[config.mk]
export PLATFORM = sky130hd
export DESIGN_NAME = data_cache_arbiter
export DESIGN_NICKNAME = d
export VERILOG_FILES = /design/src/rtl/data_cache_arbiter.sv
export SDC_FILE = /design/constraint.sdc
export NUM_CORES = 1
export LEC_CHECK = 0
export CAP_MARGIN = 15
export CORE_AREA = 2 2 110 112
export CTS_BUF_LIST = sky130_fd_sc_hd__clkbuf_4 sky130_fd_sc_hd__clkbuf_8
export DETAILED_ROUTE_END_ITERATION = 8
export DIE_AREA = 0 0 112 114
export PLACE_DENSITY = 0.88
export SLEW_MARGIN = 40
export SYNTH_ARGS = -nofsm -noshare
export SYNTH_HDL_FRONTEND = slang
export SYNTH_SLANG_ARGS = --single-unit
[constraint.sdc]
create_clock -name clk -period 3.05 [get_ports clk]
set_input_delay 0.61 -clock clk [delete_from_list [all_inputs] [get_ports clk]]
set_output_delay 0.61 -clock clk [all_outputs]
set_load 0.01 [all_outputs]
[src/rtl/data_cache_arbiter.sv]
// ============================================================================
// data_cache_arbiter: two-requester arbiter in front of a single cache port.
// Optional round-robin tie-break via macro DATA_CACHE_ARB_RR_EN.
// Revision: 1.0
// ============================================================================
`default_nettype none

module data_cache_arbiter #(
  parameter int ADDR_WIDTH     = 32,
  parameter int DATA_WIDTH     = 32,
  parameter int TIMEOUT_CYCLES = 255
) (
  input  logic                  clk,
  input  logic                  rst_n,
  input  logic                  req0,
  input  logic                  req1,
  input  logic                  we0,
  input  logic                  we1,
  input  logic [ADDR_WIDTH-1:0] addr0,
  input  logic [ADDR_WIDTH-1:0] addr1,
  input  logic [DATA_WIDTH-1:0] wdata0,
  input  logic [DATA_WIDTH-1:0] wdata1,
  output logic                  gnt0,
  output logic                  gnt1,
  output logic                  done0,
  output logic                  done1,
  output logic [DATA_WIDTH-1:0] rdata,
  output logic                  timeout,
  output logic [ADDR_WIDTH-1:0] c_addr,
  output logic [DATA_WIDTH-1:0] c_write_data,
  output logic                  c_memwrite,
  output logic                  c_enable,
  input  logic [DATA_WIDTH-1:0] c_read_data,
  input  logic                  c_read_finished,
  input  logic                  c_write_finished
);

  localparam int CNT_W = (TIMEOUT_CYCLES < 2) ? 1 : $clog2(TIMEOUT_CYCLES);
  localparam logic [CNT_W-1:0] CNT_LAST = CNT_W'(TIMEOUT_CYCLES - 1);

  typedef enum logic [1:0] {
    ST_IDLE  = 2'd0,
    ST_ISSUE = 2'd1,
    ST_WAIT  = 2'd2,
    ST_DONE  = 2'd3
  } state_t;

  state_t           state;
  state_t           next_state;
  logic             owner;       // 1 = port 1 holds the current access
  logic             tout_flag;
  logic [CNT_W-1:0] cnt;
  logic             tie_pick1;
  logic             pick1;
  logic             grant_now;
  logic             finish_hit;
  logic             expire;

  assign grant_now  = (state == ST_IDLE) && (req0 || req1);
  assign pick1      = req1 && (!req0 || tie_pick1);
  assign finish_hit = c_memwrite ? c_write_finished : c_read_finished;
  assign expire     = (cnt == CNT_LAST);

`ifdef DATA_CACHE_ARB_RR_EN
  // Reset value means "port 0 served last", so port 1 wins the first tie.
  logic last_served;

  always_ff @(posedge clk or negedge rst_n) begin
    if (!rst_n) begin
      last_served <= 1'b0;
    end else if (grant_now) begin
      last_served <= pick1;
    end
  end

  assign tie_pick1 = ~last_served;
`else
  assign tie_pick1 = 1'b1;
`endif

  always_ff @(posedge clk or negedge rst_n) begin
    if (!rst_n) begin
      state <= ST_IDLE;
    end else begin
      state <= next_state;
    end
  end

  always_comb begin
    next_state = state;
    c_enable   = 1'b0;
    gnt0       = 1'b0;
    gnt1       = 1'b0;
    done0      = 1'b0;
    done1      = 1'b0;
    timeout    = 1'b0;
    unique case (state)
      ST_IDLE: begin
        if (grant_now) next_state = ST_ISSUE;
      end
      ST_ISSUE: begin
        c_enable   = 1'b1;
        gnt0       = ~owner;
        gnt1       = owner;
        next_state = ST_WAIT;
      end
      ST_WAIT: begin
        c_enable = 1'b1;
        if (finish_hit || expire) next_state = ST_DONE;
      end
      ST_DONE: begin
        done0      = ~owner;
        done1      = owner;
        timeout    = tout_flag;
        next_state = ST_IDLE;
      end
      default: next_state = ST_IDLE;
    endcase
  end

  // Command and response datapath; command fields hold until the next grant.
  always_ff @(posedge clk or negedge rst_n) begin
    if (!rst_n) begin
      owner        <= 1'b0;
      c_memwrite   <= 1'b0;
      c_addr       <= '0;
      c_write_data <= '0;
      rdata        <= '0;
      tout_flag    <= 1'b0;
      cnt          <= '0;
    end else begin
      unique case (state)
        ST_IDLE: begin
          if (grant_now) begin
            owner        <= pick1;
            c_memwrite   <= pick1 ? we1 : we0;
            c_addr       <= pick1 ? addr1 : addr0;
            c_write_data <= pick1 ? wdata1 : wdata0;
            tout_flag    <= 1'b0;
          end
        end
        ST_ISSUE: begin
          cnt <= '0;
        end
        ST_WAIT: begin
          if (finish_hit) begin
            if (!c_memwrite) rdata <= c_read_data;
          end else if (expire) begin
            tout_flag <= 1'b1;
          end else begin
            cnt <= cnt + 1'b1;
          end
        end
        default: ;
      endcase
    end
  end

endmodule

`default_nettype wire
-- Word-level counts from Yosys, hierarchy flattened
Index checks and enable logic that the tools add are counted.
- add/sub/neg operators: 1
- eq/ne operators: 9
- multiplexer cells: 20
- bitwise gates (word level): 2
- reductions and logical operators: 12
- operator list (kind ; number):
    $mux W32 ; 2
    $mux W8 ; 2
    $pmux W8 S2 ; 1
    $mux W1 ; 11
    $ne A2 B2 Y1 const B ; 5
    $add A8 B1 Y8 const B ; 1
    $eq A8 B8 Y1 const B ; 1
    $pmux W2 S4 ; 1
    $reduce_and A3 Y1 ; 2
    $eq A2 B2 Y1 const B ; 2
    $mux W2 ; 2
    $reduce_and A2 Y1 ; 2
    $reduce_and A4 Y1 ; 1
    $reduce_bool A2 Y1 ; 2
    $eq A2 B1 Y1 const B ; 1
    $logic_not A2 Y1 ; 1
    $logic_or A1 B1 Y1 ; 2
    $not A1 Y1 ; 2
    $pmux W1 S2 ; 1
    $reduce_or A2 Y1 ; 1
    $logic_and A1 B1 Y1 ; 1
- register bits: 109
- bits of input ports: 168
- output and inout bits: 103
- logic and storage cells: 52

-- Longest topological paths before layout
Gate-level depths: netlist of the first run.
- depth in word-level cells: 4
- mapped depth: 7
- gate-level depth less buffers: 6

-- Least setup slack after synthesis of the first run
OpenSTA, ideal clock, no wires.
- path type: reg-to-reg
- from: reg state[0]
- to: reg rdata[10]
- setup time: 125 ps
- data arrival time: 1474 ps
- data required time: 2925 ps
- slack: 1451 ps
- cell stages (with the launch flop): 7
- path buffers: 2
- clock period less this slack: 1599 ps
- cell sequence: dfrtp_1 -> inv_1 -> ha_1 -> buf_2 -> nand3b_1 -> buf_2 -> mux2_2
- longest elaborated chain between the ends: 2
- RTL lines (item ; line ; text):
    start: declaration ; 48 ; state_t state;
    start signal: assignment ; 85 ; state <= next_state;
    $eq A2 B2 Y1 ; 132 ; unique case (state)
    $reduce_and A3 Y1 (no line) ; -- ;
    end signal: assignment ; 147 ; if (!c_memwrite) rdata <= c_read_data;
    end: declaration ; 27 ; output logic [DATA_WIDTH-1:0] rdata,
No other way between the ends.
A chain may end at the register's enable or synchronous reset.

-- Worst setup path in the final report of the first run
- from: reg state[1]
- to: out gnt0
- longest elaborated chain between the ends: 2
- RTL lines (item ; line ; text):
    $eq A2 B1 Y1 ; 97 ; unique case (state)
    $mux W1 ; 97 ;
    end: declaration ; 23 ; output logic gnt0,
No other way between the ends.

==> results of run 1 <==
-- worst paths after layout --
path                            slack, ps                            to                          from  cells past startpoint
max in group asynchronous            2230          rdata[4]$_DFFE_PN0P_                         rst_n                      2
worst min register to register        490  c_write_data[10]$_DFFE_PN0P_  c_write_data[10]$_DFFE_PN0P_                      2
min in group clk                      490  c_write_data[10]$_DFFE_PN0P_  c_write_data[10]$_DFFE_PN0P_                      2
worst max-delay path                  600                          gnt0          state[1]$_DFFE_PN0P_                      4
worst min-delay path                  100   c_write_data[8]$_DFFE_PN0P_                         rst_n                      1
worst max register to register        980            cnt[7]$_DFFE_PN0P_          state[0]$_DFFE_PN0P_                      5
-- layout make-up --
type                    instances  area, um^2  share of cell area
clock inverters                 4        31.3             0.00394
well taps                     147         184              0.0232
multi-input cells             291        2040               0.257
flip-flops and latches        109        2730               0.344
clock buffers                  12         153              0.0192
repair buffers                276        2780               0.350
inverters                       4        15.0             0.00189
-- cell usage in the layout, fill, tap and decap left out, drive strengths merged --
cell	synthesis	final
ha	6	6
clkbuf	5	12
nand2b	1	1
o21a	1	1
nor2b	2	2
a22o	1	1
dfrtp	109	109
and2	3	3
nand3	7	7
o31ai	1	1
mux2	33	33
a21boi	1	1
nand4	2	2
or4	3	3
and4	1	1
a31oi	1	1
inv	4	5
o311ai	2	2
nand2	73	73
o211ai	4	4
and3	2	2
nor2	4	4
clkdlybuf4s50	0	268
a21oi	6	6
mux2i	67	67
buf	23	8
nand3b	1	1
o22a	1	1
o41ai	1	1
o21ai	67	67
clkinv	0	3
-- synth_stat cells, drive strengths merged, types with 5 or more instances --
library cell,number
dfrtp,109
nand2,73
mux2i,67
o21ai,67
mux2,33
buf,23
nand3,7
a21oi,6
ha,6
clkbuf,5
-- sequential cells by signal, indices dropped and copies added (netlist names) --
name          flops
tout_flag         1
state             2
cnt               8
c_write_data     32
c_addr           32
rdata            32
owner             1
c_memwrite        1
-- power by group through the flow --
| stage | combinational (uW) | clock [uW] | sequential (uW) |
|---|---|---|---|
| detailed placement | 3360 | 0 | 2580 |
| global route | 3600 | 914 | 2640 |
| CTS | 3370 | 851 | 2550 |
| global placement | 3230 | 0 | 2530 |
| floorplan | 1160 | 0 | 2820 |
| finish | 3320 | 826 | 2550 |
-- kinds of logic after synthesis --
group,Yosys count,share of synthesized area
and+or+nand+nor,99,0.0866
buffers and inverters,32,0.0313
AOI/OAI and AO/OA,86,0.0968
adders and majority gates,6,0.0153
muxes,100,0.215
DFF,109,0.555
-- worst max-delay path, delay by kind of cell, from the launching register on --
kind                       cells  cell delay [ps]
DFF                            1              420
and+or+nand+nor                1              170
buffers and inverters          2              680
adders and majority gates      1              210
-- routing by layer --
layer,up-vias,part of all wire,track usage
met5,-,0,0
met4,0,0.015,0.0618
li1,2025,-,-
met1,2000,0.39,0.242
met2,195,0.50,0.375
met3,18,0.093,0.0797
-- per-stage QoR --
stage / setup WS, ps / instances / util / hold slack (ps) / power (uW)
after floorplan: 1450 / 432 / - / 314 / 3980
after global placement: 927 / 827 / 0.662 / 461 / 5770
after detailed placement: 850 / 827 / 0.662 / 470 / 5940
after CTS: 563 / 843 / 0.677 / 95.9 / 6770
after global routing: 490 / 843 / 0.677 / 99.1 / 7160
final: 596 / 843 / 0.677 / 103 / 6700
==> impl_metrics.yaml, run 1 <==
status:
  status: "complete, no violations"
clocking:
  clk_pin_slew_ps: 100
  clock-root-buffer: "clkbuf_8"
  clock_latency_ps: 360
  htreeDepth: 3
  post_cts_buffers: 0
  cts_made_buffers: 9
  cts_resized: 0
  clockBufferDepth: 2
  cts.sinks: 109
  cts_tree: "yes"
  hold_buffers: 0
placed_design:
  portBuffers: 270
  gp_congestion: 0.875
  place_hpwl_mm: 10.8
  placed_area_mm2: 0.00775
timing:
  skew_ps: 10.7
  clock.fmax_mhz: 407
  tightest_slew_ps: 571
  slew_headroom: 0.619
  setup_violations: 0
  min_period_over_period: 0.805
  rsz0062_at_grt: "no"
  drv_slew: 0
  finalHoldViolCount: 0
  fin_setup_tns_ps: 0
  fin_crit_ps: 2450
logic_synthesis:
  ys_ff_latch: 109
  synth_edf_count: 0
  async_flop_share: 1.00
  yosysSeqAreaShare: 0.555
  synth_area_leaders: "dfrtp_1 56%, mux2i_1 13%, mux2_2 7.6%"
  synth_top_flop_cell: "dfrtp_1"
  syn-mean-instance-area_um2: 11.4
  post-synth-top-area-cell: "dfrtp_1"
  yosysWarningCount: 0
  synthCells: 432
  synth_nets: 606
  netlist.area_leader.share: 0.555
  synth_cell_types: 34
  netlist_area_mm2: 0.00491
finish:
  antenna_cells: 0
  nets: 865
  postLayoutCellArea_mm2: 0.00793
  drive_gt1_frac: 0.0876
  fill_cells: 893
  area_growth_pct: 61.5
floorplan:
  fp-row-count: 40
  core_area_mm2: 0.0117
  fp.dieW_um: 112
  ios: 271
  start_util: 0.419
  die_h_um: 114
  dieArea_mm2: 0.0128
pwr:
  power.leakage_uw: 0.00348
  combinationalPowerShare: 0.496
  swShare: 0.349
  power_frac_seq: 0.380
  p_int_uw: 4360
  power.density_mw_per_mm2: 844
  power.share.clock: 0.123
  peakVddDrop_uv: 584
  p_sw_uw: 2340
grt:
  grt_pass1_wl_mm: 21.5
  grt_start_max_net_pins: 98
  grt_pass1_vias: 4308
  grt_overflow_total: 0
  antenna_found_initial: 0
  track_usage: 0.212
flow_run:
  cap_violations: 0
setup_path:
  start_kind: "flip-flop"
  crit_path_max_fanout: 4
  slowest_delay_ps: 590
  crit_arrival_ps: 1840
  crit_chain: "inv_1, ha_1, nor2b_1, clkdlybuf4s50_1"
  crit_type: "reg -> out"
  required_ps: 2440
  cp_slowest_cell: "clkdlybuf4s50_1"
  end_kind: "output port"
routing:
  drtIter0Drc: 194
  remaining_drc_errors: 0
  wl_per_cell_um: 16.3
  first_pass_iters: 4
  final_antenna_net_count: 0
  viasPerCell: 5.03
  totalWireLength_mm: 13.8
  vias: 4238
worst_hold_path:
  hold_path.class: "in -> async"
(Power assumes the default switching activity.)
==> inputs of run 2 (changes only) <==
Settings changed: CORE_AREA 2 2 110 112 to 2 2 114 116, DIE_AREA 0 0 112 114 to 0 0 116 118, PLACE_DENSITY 0.88 to 0.83.
Clock period 3.05 ns to 2.3 ns, I/O delays scaled along.
==> impl_metrics.yaml, run 2 (synthesized netlist as in run 1, its figures left out) <==
setup_path:
  r2r-start: "state[0]$_DFFE_PN0P_"
  start_kind: "flip-flop"
  crit_family: "buffers and inverters"
  crit_arrival_ps: 1700
  worst-path-buf-inv: 2
  end_kind: "output port"
  required_ps: 1840
  crit_start: "state[0]$_DFFE_PN0P_"
  crit_path_max_fanout: 4
  crit_chain: "inv_1, ha_1, clkdlybuf4s50_1"
  cp_slowest_cell: "clkdlybuf4s50_1"
  slowest_delay_ps: 540
  crit_type: "reg -> out"
routing:
  remaining_drc_errors: 0
  totalWireLength_mm: 14.2
  wl_per_cell_um: 16.3
  final_antenna_net_count: 0
  viasPerCell: 4.84
  first_pass_iters: 6
  vias: 4221
  drtIter0Drc: 192
floorplan:
  start_util: 0.396
  fp-row-count: 41
  fp.dieW_um: 116
  ios: 271
  die_h_um: 118
  dieArea_mm2: 0.0137
  core_area_mm2: 0.0124
timing:
  min_period_over_period: 0.941
  rsz0062_at_grt: "no"
  fin_setup_tns_ps: 0
  fin_ws_ps: 137
  slew_headroom: 0.639
  fin_crit_ps: 2160
  clock.fmax_mhz: 462
  skew_ps: 8.85
  tightest_slew_ps: 541
  finalHoldViolCount: 0
  setup_violations: 0
  drv_slew: 0
worst_hold_path:
  hold_path.class: "in -> async"
clocking:
  cts_made_buffers: 9
  htreeDepth: 3
  cts_tree: "yes"
  clockBufferDepth: 2
  clock_latency_ps: 360
  clock-root-buffer: "clkbuf_8"
  cts.sinks: 109
  clk_pin_slew_ps: 100
  hold_buffers: 0
placed_design:
  gp_congestion: 0.832
  post-place-ws_ps: 287
  place_hpwl_mm: 11.5
  portBuffers: 270
  placed_area_mm2: 0.00782
finish:
  drive_gt1_frac: 0.0943
  area_growth_pct: 63.1
  final_common_cell: "clkdlybuf4s50_1"
  final_cell_mix: "266 x clkdlybuf4s50_1, 109 x dfrtp_1, 73 x nand2_1"
  nets: 869
  reg_top3: "c_addr (32), c_write_data (32), rdata (32)"
  antenna_cells: 0
  postLayoutCellArea_mm2: 0.00801
grt:
  grt_pass1_vias: 4346
  grt_start_max_net_pins: 67
  antenna_found_initial: 0
  grt_pass1_wl_mm: 22.1
  track_usage: 0.207
  grt_overflow_total: 0
status:
  status: "complete, no violations"
flow_run:
  cap_violations: 0
pwr:
  power_frac_seq: 0.380
  p_sw_uw: 3100
  power.share.clock: 0.124
  p_int_uw: 5820
  power.total_uw: 8920
  peakVddDrop_uv: 465
  combinationalPowerShare: 0.497
  swShare: 0.347
  power.leakage_uw: 0.00353
  power.density_mw_per_mm2: 1110
-- run 2: area by class of cell --
type                       instances  area [um^2]
clock buffer                      13          166
clock inverter                     3         18.8
fill                            1002         4400
inverter                           4         15.0
multi-input combinational        291         2040
sequential                       109         2730
tap                              172          215
timing repair buffer             280         2820
-- run 2: final timing paths --
kind | depth (start not counted) | slack [ps] | endpoint
setup reg to reg | 6 | 410 | cnt[4]$_DFFE_PN0P_
hold reg to reg | 2 | 480 | c_write_data[14]$_DFFE_PN0P_
max in group asynchronous | 2 | 1640 | c_addr[11]$_DFFE_PN0P_
hold / removal | 1 | 30 | rdata[9]$_DFFE_PN0P_
setup / recovery | 3 | 140 | c_enable
min in group clk | 2 | 480 | c_write_data[14]$_DFFE_PN0P_
-- run 2: stage by stage --
stage          cells  hold WS [ps]   util
2_1_floorplan    432           164      -
3_3_place_gp     856           434  0.630
3_5_place_dp     856           442  0.630
4_1_cts          872          40.0  0.645
5_1_grt          872          48.8  0.645
6_report         872          30.8  0.645
-- run 2: power groups by stage --
stage | Combinational [uW] | Clock, uW | Sequential [uW]
floorplan | 1530 | 0 | 3740
global placement | 4360 | 0 | 3360
detailed placement | 4480 | 0 | 3430
CTS | 4490 | 1140 | 3390
global route | 4820 | 1220 | 3500
finish | 4430 | 1100 | 3390
-- run 2: layer usage --
metal,global-route usage,share of wire,vias to the layer above
li1,-,-,2036
met1,0.235,0.38,1964
met2,0.370,0.50,200
met3,0.0602,0.10,21
met4,0.0647,0.020,0
met5,0,0,-
-- run 2: what timing repair did --
item	in CTS	in global routing
gates resized for setup	1	2
buffers inserted	0	0
setup endpoints to repair	1	1
-- run 2: worst register-to-register path, cell delays in order, from the launching register on --
cell and delay [ps]:
dfrtp_1 430, inv_1 100, ha_1 350, buf_4 230, inv_1 100, or4_1 530, nand3_1 90
